$ cat config.mk
export PLATFORM = sky130hd
export DESIGN_NAME = dcache_miss_ctrl
export DESIGN_NICKNAME = d
export VERILOG_FILES = /design/src/rtl/dcache_miss_ctrl.sv
export SDC_FILE = /design/constraint.sdc
export NUM_CORES = 1
export LEC_CHECK = 0
export ABC_AREA = 1
export CAP_MARGIN = 20
export CELL_PAD_IN_SITES_DETAIL_PLACEMENT = 1
export CELL_PAD_IN_SITES_GLOBAL_PLACEMENT = 2
export CORE_MARGIN = 2
export CORE_UTILIZATION = 25
export CTS_CLUSTER_DIAMETER = 150
export CTS_CLUSTER_SIZE = 8
export DETAILED_ROUTE_END_ITERATION = 10
export PLACE_DENSITY_LB_ADDON = 0.25
export SLEW_MARGIN = 20
export SYNTH_ARGS = -nofsm -noshare
export SYNTH_HDL_FRONTEND = slang
export SYNTH_SLANG_ARGS = --single-unit
$ cat constraint.sdc
create_clock -name clock -period 4.4 [get_ports clock]
set_input_delay 0.88 -clock clock [delete_from_list [all_inputs] [get_ports clock]]
set_output_delay 0.88 -clock clock [all_outputs]
set_load 0.1 [all_outputs]
$ cat src/rtl/dcache_miss_ctrl.sv
// Data-cache load miss controller: returns hits, tracks misses in MSHRs, issues bus loads, writes fills.
// Optional DCACHE_MSHR_MERGE_EN: a miss to an in-flight block rides on its primary instead of stalling.
module dcache_miss_ctrl #(
    parameter int NUM_MSHR = 4,
    parameter int ID_W     = 5
) (
    input  logic            clock,
    input  logic            reset,
    input  logic            ld_valid,
    input  logic [63:0]     ld_addr,
    input  logic [ID_W-1:0] ld_id,
    output logic            ld_ready,
    output logic [6:0]      rd1_idx,
    output logic [21:0]     rd1_tag,
    input  logic            rd1_valid,
    input  logic [63:0]     rd1_data,
    output logic [1:0]      Dmem_command,
    output logic [63:0]     Dmem_addr,
    input  logic [3:0]      Dmem_response,
    input  logic [3:0]      Dmem_tag,
    input  logic [63:0]     Dmem_data,
    output logic            wr0_en,
    output logic [6:0]      wr0_idx,
    output logic [21:0]     wr0_tag,
    output logic [63:0]     wr0_data,
    output logic            done_valid,
    output logic [ID_W-1:0] done_id,
    output logic [63:0]     done_data,
    output logic            mshr_empty
);
    localparam int MI_W = (NUM_MSHR > 1) ? $clog2(NUM_MSHR) : 1;
    localparam logic [1:0] BUS_NONE = 2'd0;
    localparam logic [1:0] BUS_LOAD = 2'd1;

    typedef enum logic [2:0] {M_FREE, M_ISSUE, M_WAIT, M_MERGED, M_PEND} mshr_state_e;

    mshr_state_e     r_state [NUM_MSHR];
    logic [6:0]      r_idx   [NUM_MSHR];
    logic [21:0]     r_tag   [NUM_MSHR];
    logic [ID_W-1:0] r_id    [NUM_MSHR];
    logic [3:0]      r_mtag  [NUM_MSHR];
    logic [63:0]     r_data  [NUM_MSHR];

    logic [6:0]      w_ld_idx;
    logic [21:0]     w_ld_tag;
    logic            w_iss_v, w_fill_v, w_pend_v, w_free_v, w_conflict, w_empty;
    logic [MI_W-1:0] w_iss_i, w_fill_i, w_pend_i, w_free_i;
    logic            w_alloc_ok, w_acc, w_hit, w_miss, w_resp;
    logic            w_unused;

    assign w_ld_idx = ld_addr[9:3];
    assign w_ld_tag = ld_addr[31:10];
    assign rd1_idx  = w_ld_idx;
    assign rd1_tag  = w_ld_tag;
    assign w_unused = ^{ld_addr[63:32], ld_addr[2:0]};

    // Scan high to low so the lowest matching index is the one left selected.
    always_comb begin
        w_iss_v    = 1'b0;
        w_iss_i    = '0;
        w_fill_v   = 1'b0;
        w_fill_i   = '0;
        w_pend_v   = 1'b0;
        w_pend_i   = '0;
        w_free_v   = 1'b0;
        w_free_i   = '0;
        w_conflict = 1'b0;
        w_empty    = 1'b1;
        for (int i = NUM_MSHR - 1; i >= 0; i--) begin
            if (r_state[i] == M_ISSUE) begin
                w_iss_v = 1'b1;
                w_iss_i = MI_W'(i);
            end
            if (r_state[i] == M_WAIT && Dmem_tag != 4'd0 && r_mtag[i] == Dmem_tag) begin
                w_fill_v = 1'b1;
                w_fill_i = MI_W'(i);
            end
            if (r_state[i] == M_PEND) begin
                w_pend_v = 1'b1;
                w_pend_i = MI_W'(i);
            end
            if (r_state[i] == M_FREE) begin
                w_free_v = 1'b1;
                w_free_i = MI_W'(i);
            end else begin
                w_empty = 1'b0;
            end
            if ((r_state[i] == M_ISSUE || r_state[i] == M_WAIT) &&
                r_idx[i] == w_ld_idx && r_tag[i] == w_ld_tag)
                w_conflict = 1'b1;
        end
    end

`ifdef DCACHE_MSHR_MERGE_EN
    assign w_alloc_ok = w_free_v;
`else
    assign w_alloc_ok = w_free_v && !w_conflict;
`endif

    assign ld_ready = !w_fill_v && !w_pend_v && (rd1_valid || w_alloc_ok);
    assign w_acc    = ld_valid && ld_ready;
    assign w_hit    = w_acc && rd1_valid;
    assign w_miss   = w_acc && !rd1_valid;
    assign w_resp   = w_iss_v && Dmem_response != 4'd0;

    assign Dmem_command = w_iss_v ? BUS_LOAD : BUS_NONE;
    assign Dmem_addr    = w_iss_v ? {32'd0, r_tag[w_iss_i], r_idx[w_iss_i], 3'b000} : 64'd0;
    assign wr0_en       = w_fill_v;
    assign wr0_idx      = r_idx[w_fill_i];
    assign wr0_tag      = r_tag[w_fill_i];
    assign wr0_data     = Dmem_data;
    assign mshr_empty   = w_empty;

    always_ff @(posedge clock or negedge reset) begin
        if (!reset) begin
            for (int i = 0; i < NUM_MSHR; i++) begin
                r_state[i] <= M_FREE;
                r_idx[i]   <= '0;
                r_tag[i]   <= '0;
                r_id[i]    <= '0;
                r_mtag[i]  <= '0;
                r_data[i]  <= '0;
            end
        end else begin
            for (int i = 0; i < NUM_MSHR; i++) begin
                if (w_resp && w_iss_i == MI_W'(i)) begin
                    r_state[i] <= M_WAIT;
                    r_mtag[i]  <= Dmem_response;
                end
                if (w_fill_v && w_fill_i == MI_W'(i))
                    r_state[i] <= M_FREE;
                // Secondaries waiting on the filled block capture its data alongside the primary.
                if (w_fill_v && r_state[i] == M_MERGED &&
                    r_idx[i] == r_idx[w_fill_i] && r_tag[i] == r_tag[w_fill_i]) begin
                    r_state[i] <= M_PEND;
                    r_data[i]  <= Dmem_data;
                end
                if (w_pend_v && w_pend_i == MI_W'(i))
                    r_state[i] <= M_FREE;
                if (w_miss && w_free_i == MI_W'(i)) begin
`ifdef DCACHE_MSHR_MERGE_EN
                    r_state[i] <= w_conflict ? M_MERGED : M_ISSUE;
`else
                    r_state[i] <= M_ISSUE;
`endif
                    r_idx[i] <= w_ld_idx;
                    r_tag[i] <= w_ld_tag;
                    r_id[i]  <= ld_id;
                end
            end
        end
    end

    always_ff @(posedge clock or negedge reset) begin
        if (!reset) begin
            done_valid <= 1'b0;
            done_id    <= '0;
            done_data  <= '0;
        end else begin
            done_valid <= w_fill_v || w_pend_v || w_hit;
            if (w_fill_v) begin
                done_id   <= r_id[w_fill_i];
                done_data <= Dmem_data;
            end else if (w_pend_v) begin
                done_id   <= r_id[w_pend_i];
                done_data <= r_data[w_pend_i];
            end else if (w_hit) begin
                done_id   <= ld_id;
                done_data <= rd1_data;
            end
        end
    end
endmodule

Word-level counts from Yosys, hierarchy flattened --
Index checks and enable logic that the tools add are counted.
Word-level totals: flip-flop bits (word level) 490, input bits 209, output and inout bits 261, word-level logic and storage cells 246
Cells by class: order comparisons 3, eq/ne operators 48, multiplexer cells 88, bitwise gates (word level) 3, reductions and logical operators 77
Operators by type and width (number):
- two-way mux 64 bit | 5
- equality test 22 bit | 8
- binary-select mux 64 bit (select 2 bit) | 1
- binary-select mux 22 bit (select 2 bit) | 2
- two-way mux 22 bit | 4
- two-way mux 3 bit | 20
- equality test 7 bit | 8
- logical AND 1 bit | 51
- two-way mux 5 bit | 7
- two-way mux 2 bit | 16
- two-way mux 32 bit | 1
- binary-select mux 7 bit (select 2 bit) | 2
- two-way mux 7 bit | 4
- equality test 3 x 2 -> 1 bit, second input constant | 8
- two-way mux 1 bit | 24
- binary-select mux 5 bit (select 2 bit) | 2
- nonzero test 5 bit | 4
- equality test 2 bit, second input constant | 8
- equality test 4 bit | 4
- equality test 3 x 1 -> 1 bit, second input constant | 4
- equality test 3 bit, second input constant | 4
- zero test 3 bit | 4
- >= comparator 3 bit, second input constant | 3
- inverter 2 -> 3 bit | 3
- other kinds (6) | 22

Depth between registers and ports, before layout --
depth in word-level cells 17, mapped depth 26, mapped depth without buffers 22

Least setup slack after synthesis --
OpenSTA, ideal clock, no wires.
path kind input to output, from input Dmem_tag[0], to output ld_ready, data arrival time 4213 ps, data required time 3520 ps, slack -693 ps, stages 10, path buffers 0, path through nor2_1 > nand2_2 > nand2_1 > inv_2 > nand3_2 > nand2_2 > nor2_1 > inv_1 > nor2_1 > a21boi_0
On the way: cells in the longest elaborated chain, start to end 10
Ends and longest elaborated chain:
- from (decl) | RTL line 20 | input logic [3:0] Dmem_tag,
- nonzero test 4 bit | RTL line 74 | if (r_state[i] == M_WAIT && Dmem_tag != 4'd0 && r_mtag[i] == Dmem_tag) begin
- logical AND 1 bit (2 in a row) | RTL line 74
- two-way mux 1 bit (3 in a row) | RTL line 74
- two-way mux 1 bit * | RTL line 74
- zero test 1 bit * | RTL line 100 | assign ld_ready = !w_fill_v && !w_pend_v && (rd1_valid || w_alloc_ok);
- logical AND 1 bit * (2 in a row) | RTL line 100
- to (decl) | RTL line 12 | output logic ld_ready,
Mark *: on every way between the ends. The rest lies on a longest branch, timed or not.

Final worst setup path --
from input Dmem_tag[2], to output wr0_tag[21]
On the way: cells in the longest elaborated chain, start to end 11
Ends and longest elaborated chain:
- nonzero test 4 bit | RTL line 74
- logical AND 1 bit (2 in a row) | RTL line 74
- two-way mux 2 bit (3 in a row) | RTL line 74
- two-way mux 2 bit * | RTL line 74
- inverter 2 -> 3 bit (not written as such) * | RTL line 110 | assign wr0_tag = r_tag[w_fill_i];
- binary-select mux 22 bit (select 2 bit) * | RTL line 110
- two-way mux 22 bit (not written as such) * (2 in a row) | RTL line 110
- to (decl) | RTL line 24 | output logic [21:0] wr0_tag,
Mark *: on every way between the ends. The rest lies on a longest branch, timed or not. The select of a mux whose other input is x is not followed.

==> impl_metrics.csv <==
group,metric,value,unit
detailed_routing,drc,0,
detailed_routing,ant_nets,0,
floorplanning,std_cell_rows,124,
power_and_ir_drop,p_sw_share,54.0,%
power_and_ir_drop,p_leak,17.9,nW
timing,fin_skew,39.3,ps
detailed_routing,wl,133000,microns
detailed_routing,viasPerCell,4.86,
power_and_ir_drop,ir_drop,961,uV
logic_synthesis,syn-cell-area,28700,sq um
logic_synthesis,ys_seq_elements,490,
placement,hpwl,94900,microns
detailed_routing,met1_length,60700,microns
detailed_routing,drt_iter0_drc,1971,
timing,fmax,236,MHz
power_and_ir_drop,clkPwrFrac,16.4,%
logic_synthesis,synthXorXnorAreaFrac,2.41,%
clock_network,clockBufferDepth,3,
critical_path,crit_fanout,11,
power_and_ir_drop,power_frac_comb,62.2,%
min_path,hp-class,"input pin to async pin",
clock_network,clock_latency,660,ps
logic_synthesis,synth.area.top_cells,"dfrtp_1 (43%), nand2_1 (11%), nor2_1 (5.6%)",
critical_path,cp-start-kind,"input pin",
critical_path,crit_type,"input pin to primary output",
clock_network,cts_made_buffers,71,
floorplanning,initial_utilization,25.2,%
logic_synthesis,yosysWarnings,0,
job,drv_cap,0,
timing,layout_setup_ws,164,ps
detailed_routing,wl_met3,8680,microns
clock_network,clk_pin_slew,50,ps
floorplanning,dieArea,118000,sq um
layout,drive_above_1_share,17.2,%
logic_synthesis,synth_ff_type,"dfrtp_1",
logic_synthesis,synth-async-reset-ratio,100,%
timing,slew_viol_final,0,
timing,period_share,96.3,%
power_and_ir_drop,power_density,813,nW/um^2
timing,tightest_slew,1150,ps
critical_path,endpoint_kind,"primary output",
logic_synthesis,synth_top_family_by_area,"simple AND/OR/NAND/NOR gates",
logic_synthesis,syn_area_per_cell,7.43,sq um
global_routing,grt_pass1_vias,29100,
floorplanning,coreArea,114000,sq um
detailed_routing,wire_per_inst,22.7,microns
logic_synthesis,yosys.area_share.adder,0,%
logic_synthesis,ys_types,35,
global_routing,grt_pass1_wl,197000,microns
floorplanning,dieWidth,343,microns
clock_network,cts_tree,"done",
clock_network,cts_max_level,3,
logic_synthesis,synth_enable_flop_cells,0,
clock_network,cts_root_buf,"clkbuf_16",
critical_path,cp.required,3520,ps
placement,placedCellCount,5770,
placement,portBuffers,398,
power_and_ir_drop,seq_power_share,21.4,%
layout,stdcell_count,5850,
detailed_routing,wl_met2,59200,microns
logic_synthesis,synth_cells,3864,
run_status,status,"finished clean",
logic_synthesis,yosysMostFrequentCell,"nand2_1",
detailed_routing,highest_layer,"met5",
logic_synthesis,synth_compound_area_share,17.8,%
logic_synthesis,yosysSeqAreaShare,42.7,%
floorplanning,die_h,343,microns
timing,rsz0062_at_grt,"true",
logic_synthesis,synthMuxAreaShare,0,%
global_routing,overflow,0,
logic_synthesis,synth_top_cell_by_area,"dfrtp_1",
layout,postLayoutCellArea,38300,sq um
timing,hold_viol,0,
timing,setup_viol,0,
placement,dp_slack,-465,ps
global_routing,antenna_found_initial,6,
power_and_ir_drop,finalPower,0.0312,W
detailed_routing,dr.pass1.iters,5,
timing,finalCriticalPeriod,4240,ps
layout,area_delta_synth_final,33.6,%
critical_path,rrSetupSlack,570,ps
global_routing,grt_max_degree,105,
layout,layout.nets,4541,
timing,hold_slack,248,ps
placement,place.gp.congestion,0.908,
global_routing,grt.total_usage,22.5,%
clock_network,numClockSinks,490,
critical_path,crit_arrival,3360,ps
floorplanning,ioPinCount,470,
timing,maxSlewHeadroom,23.0,%
power_and_ir_drop,p_switching,0.0168,W
detailed_routing,vias,28500,
logic_synthesis,synth-simple-area-share,23.9,%
power_and_ir_drop,p_int,0.0143,W
logic_synthesis,synthTopCellsByCount,"nand2_1 (867), dfrtp_1 (490), nor2_1 (430)",
logic_synthesis,netlist.area_leader.share,42.7,%
placement,placed_area,36300,sq um
[state kept, by name (all words and copies together) (netlist names)]
register	flops
r_id	20
done_data	64
r_idx	28
r_mtag	16
r_tag	88
r_data	256
done_id	5
done_valid	1
r_state	12
[final cells by class]
| type | instances | area (sq um) |
|---|---|---|
| clock buffer | 71 | 1780 |
| inverter | 444 | 1670 |
| sequential | 490 | 12300 |
| fill | 13700 | 75700 |
| timing repair buffer | 716 | 7480 |
| antenna | 1 | 2.50 |
| clock inverter | 7 | 135 |
| multi-input combinational | 2609 | 13100 |
| tap | 1512 | 1890 |
[cell families after synthesis]
| logic type | after synthesis |
|---|---|
| AOI/OAI and AO/OA | 867 |
| buffers and inverters | 800 |
| other | 1 |
| DFF | 490 |
| and+or+nand+nor | 1627 |
| xor gates and xnor gates | 79 |
[critical path, cell delays in order]
cell and delay, ps:
dlygate4sd2_1 380, inv_2 100, buf_4 140, nand2_1 50
nand2_1 60, nor2_2 140, nand3_4 100, nand2_2 100
inv_2 70, buf_12 160, buf_12 140, buf_4 150
nand3_1 60, nand2_1 60, inv_2 60, nand3_2 120
buf_4 190, inv_2 60, buf_4 140, buf_12 170
[layout by cell type, fill, tap and decap left out, types with 126 or more instances in the layout]
master,n
a21oi_1,206
buf_4,355
clkdlybuf4s50_1,236
dfrtp_1,490
inv_1,398
nand2_1,862
nand3_1,126
nand4_1,142
nor2_1,416
o21ai_0,250
[per-layer routing]
metal	track usage, %	up-vias
met3	4.23	195
met2	35.1	829
met4	6.68	4
met1	31.4	14000
met5	0	-
li1	-	13500
[power groups by stage]
stage,registers (W),logic [W],clock network [W]
3_3_place_gp,0.00670,0.0191,0
3_5_place_dp,0.00670,0.0192,0
4_1_cts,0.00664,0.0193,0.00530
5_1_grt,0.00680,0.0204,0.00547
6_report,0.00667,0.0194,0.00512
2_1_floorplan,0.00861,0.00921,0
[what timing repair did]
action / in CTS / in global routing
hold buffers: 0 / 0
gates resized for setup: 16 / 9
gates cloned: 1 / 0
pin swaps: 1 / 1
endpoints found under the setup margin: 45 / 13
buffers inserted: 0 / 0
[per-stage QoR]
stage                     util [%]  setup TNS [ps]
after global placement        31.8          -84100
after detailed placement      31.8          -88930
final                         33.6               0
after global routing          33.6           -3.37
after CTS                     33.6          -0.651
after floorplan                  -           -2440
[path summary, 6_finish.rpt]
kind | from | end | depth (start not counted)
worst min register to register | r_id[1] | r_id[1] | 2
worst min-delay path | reset | r_data[137] | 1
worst max-delay path | Dmem_tag[2] | wr0_tag[21] | 20
worst max register to register | r_state[2] | r_data[77] | 23
min in group clock | r_id[1] | r_id[1] | 2
max in group asynchronous | reset | r_data[54] | 2
(Power assumes the default switching activity.)
